$ cat src/rtl/seven_seg_pkg.sv
// Shared constants and helpers for the seven-segment scan driver:
// hex segment table (active-low form), blank pattern, select-width and polarity helpers.
package seven_seg_pkg;

    localparam logic [6:0] SEG_BLANK = 7'b1111111;

    // Segment patterns {a,b,c,d,e,f,g}, active-low, indexed by hex value
    localparam logic [6:0] HEX_SEG_LOW [16] = '{
        7'b0000001, 7'b1001111, 7'b0010010, 7'b0000110,
        7'b1001100, 7'b0100100, 7'b0100000, 7'b0001111,
        7'b0000000, 7'b0000100, 7'b0001000, 7'b1100000,
        7'b0110001, 7'b1000010, 7'b0110000, 7'b0111000
    };

    // Digit-select width; a single-digit display still gets a 1-bit select
    function automatic int unsigned sel_w(input int unsigned num_digits);
        return (num_digits <= 1) ? 32'd1 : 32'($clog2(num_digits));
    endfunction

    // Hex nibble to active-low segment pattern
    function automatic logic [6:0] hex_to_seg(input logic [3:0] nib);
        return HEX_SEG_LOW[nib];
    endfunction

    // Active-low segment pattern to board polarity
    function automatic logic [6:0] seg_polarity(input logic [6:0] seg_low, input logic active_low);
        return active_low ? seg_low : ~seg_low;
    endfunction

    // Logical "on" to board polarity for a single pin
    function automatic logic bit_polarity(input logic on, input logic active_low);
        return active_low ? ~on : on;
    endfunction

endpackage

$ cat src/rtl/seven_seg_tick_gen.sv
// Free-running modulo-DIV counter; tick_c is high during the terminal-count cycle.
module seven_seg_tick_gen #(
    parameter int unsigned DIV = 4
) (
    input  logic clk,
    input  logic rst_n,
    output logic tick_c
);

    localparam int unsigned CNT_W = (DIV <= 1) ? 1 : $clog2(DIV);
    localparam logic [CNT_W-1:0] TERM = CNT_W'(DIV - 1);

    logic [CNT_W-1:0] count;

    assign tick_c = (count == TERM);

    // Count 0..DIV-1 and wrap
    always_ff @(posedge clk or negedge rst_n) begin
        if (!rst_n) begin
            count <= '0;
        end else if (tick_c) begin
            count <= '0;
        end else begin
            count <= count + CNT_W'(1);
        end
    end

endmodule

$ cat src/rtl/seven_seg_scan_driver.sv
// Time-multiplexed multi-digit seven-segment driver with per-digit dp,
// digit/dp blink and frame-synchronous display updates.
// Optional: SEVEN_SEG_LEADING_ZERO_BLANK_EN blanks leading zero digits (digit 0 never blanked).
module seven_seg_scan_driver
    import seven_seg_pkg::*;
#(
    parameter int unsigned NUM_DIGITS  = 4,
    parameter int unsigned REFRESH_DIV = 100000,
    parameter int unsigned BLINK_DIV   = 25000000,
    parameter int unsigned ACTIVE_LOW  = 1
) (
    input  logic                            clk,
    input  logic                            reset,
    input  logic                            en,
    input  logic                            update,
    input  logic [4*NUM_DIGITS-1:0]         digits,
    input  logic [NUM_DIGITS-1:0]           dp_in,
    input  logic [NUM_DIGITS-1:0]           blink_mask,
    input  logic [NUM_DIGITS-1:0]           dp_blink_mask,
    output logic [6:0]                      segments,
    output logic                            dec_point,
    output logic [NUM_DIGITS-1:0]           anode,
    output logic [sel_w(NUM_DIGITS)-1:0]    digit_sel,
    output logic                            frame_done
);

    localparam int unsigned SEL_W = sel_w(NUM_DIGITS);
    localparam logic AL = (ACTIVE_LOW != 0);
    localparam logic [SEL_W-1:0] LAST_SEL = SEL_W'(NUM_DIGITS - 1);
    localparam logic [6:0] SEG_OFF = seg_polarity(SEG_BLANK, AL);
    localparam logic DP_OFF = bit_polarity(1'b0, AL);
    localparam logic [NUM_DIGITS-1:0] ANODE_OFF = {NUM_DIGITS{AL}};

    typedef struct packed {
        logic [4*NUM_DIGITS-1:0] digits;
        logic [NUM_DIGITS-1:0]   dp;
        logic [NUM_DIGITS-1:0]   blink;
        logic [NUM_DIGITS-1:0]   dp_blink;
    } frame_t;

    frame_t                  in_frame;
    frame_t                  staging;
    frame_t                  shadow;
    logic                    pending;
    logic                    refresh_tick_c;
    logic                    blink_tick_c;
    logic                    wrap_c;
    logic                    blink_phase;
    logic [NUM_DIGITS-1:0]   lz_blank;
    logic [6:0]              seg_nxt;
    logic                    dp_nxt;
    logic [NUM_DIGITS-1:0]   anode_nxt;

    assign in_frame = '{digits: digits, dp: dp_in, blink: blink_mask, dp_blink: dp_blink_mask};

    seven_seg_tick_gen #(.DIV(REFRESH_DIV)) u_refresh_tick (
        .clk    (clk),
        .rst_n  (reset),
        .tick_c (refresh_tick_c)
    );

    seven_seg_tick_gen #(.DIV(BLINK_DIV)) u_blink_tick (
        .clk    (clk),
        .rst_n  (reset),
        .tick_c (blink_tick_c)
    );

    // Last digit's terminal-count cycle: the frame boundary
    assign wrap_c = refresh_tick_c && (digit_sel == LAST_SEL);

    // Scan position and frame-wrap pulse
    always_ff @(posedge clk or negedge reset) begin
        if (!reset) begin
            digit_sel  <= '0;
            frame_done <= 1'b0;
        end else begin
            frame_done <= wrap_c;
            if (wrap_c) begin
                digit_sel <= '0;
            end else if (refresh_tick_c) begin
                digit_sel <= digit_sel + SEL_W'(1);
            end
        end
    end

    // Blink phase: 0 = visible, 1 = blanked half-period
    always_ff @(posedge clk or negedge reset) begin
        if (!reset) begin
            blink_phase <= 1'b0;
        end else if (blink_tick_c) begin
            blink_phase <= ~blink_phase;
        end
    end

    // Stage updates and commit them to the shadow copy only at a frame boundary
    always_ff @(posedge clk or negedge reset) begin
        if (!reset) begin
            staging <= '0;
            shadow  <= '0;
            pending <= 1'b0;
        end else if (wrap_c) begin
            if (update) begin
                shadow <= in_frame;
            end else if (pending) begin
                shadow <= staging;
            end
            pending <= 1'b0;
        end else if (update) begin
            staging <= in_frame;
            pending <= 1'b1;
        end
    end

`ifdef SEVEN_SEG_LEADING_ZERO_BLANK_EN
    // A digit is blanked when it and every more-significant digit are zero
    always_comb begin
        logic zero_above;
        lz_blank   = '0;
        zero_above = 1'b1;
        for (int unsigned j = 0; j < NUM_DIGITS; j++) begin
            zero_above = zero_above && (shadow.digits[4*(NUM_DIGITS-1-j) +: 4] == 4'h0);
            if ((NUM_DIGITS - 1 - j) != 0) begin
                lz_blank[NUM_DIGITS-1-j] = zero_above;
            end
        end
    end
`else
    assign lz_blank = '0;
`endif

    // Select the scanned digit and build next pin values
    always_comb begin
        logic [3:0]            cur_nib;
        logic                  cur_dp;
        logic                  cur_blink;
        logic                  cur_dp_blink;
        logic                  cur_lz;
        logic [NUM_DIGITS-1:0] anode_on;
        logic [6:0]            seg_low;
        logic                  dp_on;

        cur_nib      = 4'h0;
        cur_dp       = 1'b0;
        cur_blink    = 1'b0;
        cur_dp_blink = 1'b0;
        cur_lz       = 1'b0;
        anode_on     = '0;
        seg_low      = SEG_BLANK;
        dp_on        = 1'b0;

        for (int unsigned i = 0; i < NUM_DIGITS; i++) begin
            if (digit_sel == SEL_W'(i)) begin
                cur_nib      = shadow.digits[4*i +: 4];
                cur_dp       = shadow.dp[i];
                cur_blink    = shadow.blink[i];
                cur_dp_blink = shadow.dp_blink[i];
                cur_lz       = lz_blank[i];
                anode_on[i]  = 1'b1;
            end
        end

        if (en) begin
            seg_low = cur_lz ? SEG_BLANK : hex_to_seg(cur_nib);
            dp_on   = cur_dp;
            if (blink_phase && cur_blink) begin
                seg_low = SEG_BLANK;
                dp_on   = 1'b0;
            end
            if (blink_phase && cur_dp_blink) begin
                dp_on = 1'b0;
            end
        end

        seg_nxt   = seg_polarity(seg_low, AL);
        dp_nxt    = bit_polarity(dp_on, AL);
        anode_nxt = en ? (AL ? ~anode_on : anode_on) : ANODE_OFF;
    end

    // Registered pin drivers; reset forces everything inactive immediately
    always_ff @(posedge clk or negedge reset) begin
        if (!reset) begin
            anode     <= ANODE_OFF;
            segments  <= SEG_OFF;
            dec_point <= DP_OFF;
        end else begin
            anode     <= anode_nxt;
            segments  <= seg_nxt;
            dec_point <= dp_nxt;
        end
    end

endmodule

$ cat config.mk
export PLATFORM = sky130hd
export DESIGN_NAME = seven_seg_scan_driver
export DESIGN_NICKNAME = d
export VERILOG_FILES = /design/src/rtl/seven_seg_pkg.sv /design/src/rtl/seven_seg_tick_gen.sv /design/src/rtl/seven_seg_scan_driver.sv
export SDC_FILE = /design/constraint.sdc
export NUM_CORES = 1
export LEC_CHECK = 0
export ABC_AREA = 1
export CELL_PAD_IN_SITES_DETAIL_PLACEMENT = 1
export CELL_PAD_IN_SITES_GLOBAL_PLACEMENT = 1
export CORE_UTILIZATION = 35
export CTS_CLUSTER_DIAMETER = 150
export CTS_CLUSTER_SIZE = 24
export DETAILED_ROUTE_END_ITERATION = 8
export GPL_ROUTABILITY_DRIVEN = 0
export HOLD_SLACK_MARGIN = 0.08
export PLACE_DENSITY = 0.66
export SLEW_MARGIN = 20
export SYNTH_ARGS = -nofsm -noshare
export SYNTH_HDL_FRONTEND = slang
export SYNTH_HIERARCHICAL = 1
export SYNTH_SLANG_ARGS = --single-unit
$ cat constraint.sdc
create_clock -name clk -period 3.6 [get_ports clk]
set_input_delay 0.72 -clock clk [delete_from_list [all_inputs] [get_ports clk]]
set_output_delay 0.72 -clock clk [all_outputs]
set_load 0.05 [all_outputs]
==> flow_summary.toml <==
[worst_setup_path]
startpoint_type = "register"
reg2reg_depth = 12
cp-startpoint = "u_refresh_tick/count[0]"
crit_path_max_fanout = 42
cp.required_ps = 3920
cp.arrival_ps = 3010
critPathKind = "reg -> reg"
timing.rr.start = "u_refresh_tick/count[0]"
crit_path_end_kind = "register"

[yosys]
synth_top_cells_by_area = "dfrtp_1, nand2_1, nor2_1, dfstp_2, inv_1"
synth_seq_cells = 115
synth_ff_type = "dfrtp_1"
netlist_area_mm2 = 0.00600
synth_common_cells = "nand2_1, nor2_1, dfrtp_1, inv_1, nand3_1"
synth-seq-area-share_pct = 48.2
syn_inst = 715
synth.most_common_cell = "nand2_1"
avgSynthCellArea_um2 = 8.39
synth_cell_type_count = 42
synth_top_area_cell = "dfrtp_1"
synth_fp_nets = 759
async_reset_ff_share_pct = 100
synth_edf_count = 0
ys_warn_count = 6
synth_top_area_share_pct = 42.9

[floorplanning]
die_w_um = 133
dieHeight_um = 133
die_area_mm2 = 0.0177
initial_core_util_pct = 36.1
row_count = 47
coreArea_mm2 = 0.0166
io_pins = 47

[timing]
final_max_slew_viol_count = 0
min_period_over_period_pct = 74.6
tightest_slew_ps = 726
setup_viol = 0
clock_skew_ps = 10.1
period_needed_ps = 2690
rsz0062_at_grt = "false"
final-hold-violation-count = 0
setup_slack_ps = 915
slew_headroom_pct = 51.5
timing.setup.tns_ps = 0
max_freq_mhz = 372

[cts]
ctsResizeCount = 0
cts_buffers = 17
path_clk_slew_ps = 60
clock_path_buffers = 2
cts_root_buf = "clkbuf_16"
hold_buffers = 0
insertion_delay_ps = 420
post-cts-setup-buffers = 0
htreeDepth = 4
clock-sinks = 115
cts_tree = "yes"

[routing]
dr_total_vias = 4860
routed_wl_mm = 15.2
drtAntennaViolNets = 0
drc_errors = 0
viasPerCell = 4.86
firstDrtPassIters = 4
drtIter0Drc = 241
wl_per_cell_um = 15.2

[final_layout]
drive_gt1_share_pct = 14.1
fin_area_mm2 = 0.00730
syn2layout_area_growth_pct = 21.7
diodes = 0
nFillCells = 1959
fin_cells = 999
finalNetCount = 810

[hold_path]
hp-class = "in -> async"

[power]
vdd_ir_drop_max_mv = 0.336
internal-power_mw = 2.60
switchingPower_mw = 0.793
switching_share_pct = 23.4
p_leak_nw = 3.48
power_density_mw_per_mm2 = 464
pwr-share-clk_pct = 52.2
fin_total_pwr_mw = 3.39
power_frac_comb_pct = 7.0
seq_power_share_pct = 40.8

[placement]
dp_slack_ps = 957
portBuffers = 46
place_inst = 967
place_hpwl_mm = 11.0
place_area_mm2 = 0.00668

[global_routing]
grt_pass1_wl_mm = 26.1
grt_max_degree = 61
grt_overflow = 0
antenna_found_initial = 0
grtUsageTotal_pct = 19.0
grt_pass1_vias = 5321

[run]
max-cap-violations = 0

[run_status]
status = "finished, final reports clean"
==> through the flow <==
stage / hold WS [ps] / utilization, %
floorplan: 424 / -
global placement: 475 / 40.1
detailed placement: 483 / 40.1
CTS: 383 / 43.9
global route: 411 / 43.9
finish: 361 / 43.9
==> path summary, 6_finish.rpt <==
check,end,slack [ps]
worst max-delay path,shadow[8],910
worst min-delay path,staging[16],360
worst max register to register,shadow[8],910
worst min register to register,staging[10],490
max in group asynchronous,anode[3],2440
min in group clk,staging[10],490
==> per-layer routing <==
layer | up-vias | GRT usage (%) | routed length (um)
met4 | 0 | 6.70 | 220
met2 | 56 | 33.7 | 7810
met3 | 15 | 4.64 | 446
li1 | 2384 | - | -
met5 | - | 0 | 0
met1 | 2405 | 22.3 | 6710
==> power groups by stage <==
stage	Sequential (mW)	Combinational, mW	Clock [mW]
after floorplan	1.42	0.105	0
after global placement	1.40	0.232	0
after detailed placement	1.41	0.241	0
after CTS	1.38	0.243	1.81
after global routing	1.39	0.265	1.87
final	1.38	0.236	1.77
==> cell type report <==
| type | count | area [um2] | share of cell area, % |
|---|---|---|---|
| tap | 220 | 275 | 3.77 |
| multi-input combinational | 511 | 2740 | 37.5 |
| sequential | 115 | 2890 | 39.6 |
| clock inverter | 11 | 153 | 2.09 |
| timing repair buffer | 50 | 500 | 6.85 |
| clock buffer | 21 | 470 | 6.44 |
| inverter | 71 | 273 | 3.73 |
==> placed cells by master (no fill, tap or decap), types with 3 or more instances in the layout <==
cell type        Yosys  routed
a21oi_1             13      13
a31oi_1             29      29
buf_4                5       4
bufinv_16            0       3
clkbuf_16            0      17
clkbuf_8             0       3
clkdlybuf4s50_1      0      45
clkinv_4             0       3
clkinvlp_4           0       3
dfrtp_1            103     103
dfstp_2             12      12
ha_1                12      12
inv_1               62      62
inv_2                7       7
mux2_1              20      20
mux2_2               8       8
nand2_1            200     200
nand2_2             12      12
nand3_1             40      40
nand4_1              9       9
nor2_1             104     104
nor2_2              14      14
nor2_4               6       6
o21ai_0              6       6
xnor2_1              3       3
xor2_1              12      12
==> cells by family (layout without fill, tap and decap cells) <==
logic type | Yosys count | after routing | share of synthesized area [%]
fa+ha+maj | 12 | 12 | 2.50
mux | 28 | 28 | 5.25
compound gates | 62 | 62 | 6.71
buf+inv | 89 | 153 | 6.27
flops | 115 | 115 | 48.2
xor+xnor | 15 | 15 | 2.19
simple gates | 394 | 394 | 28.9
==> critical path: stages (launching register included) <==
cell and delay, ps:
dfrtp_1 410, ha_1 250, nand2_2 80, inv_1 90, nand2_1 50, nor2_1 110
nand2_2 130, inv_2 160, nand2_1 180, a21oi_4 400, buf_4 440, nor2_1 100
a31oi_1 190
==> registers in the layout (all words and copies together), names as in the netlist <==
name                  count
digit_sel                 2
anode                     4
shadow                   28
frame_done                1
u_blink_tick/count       25
staging                  28
pending                   1
dec_point                 1
blink_phase               1
u_refresh_tick/count     17
segments                  7
(Power assumes the default switching activity.)
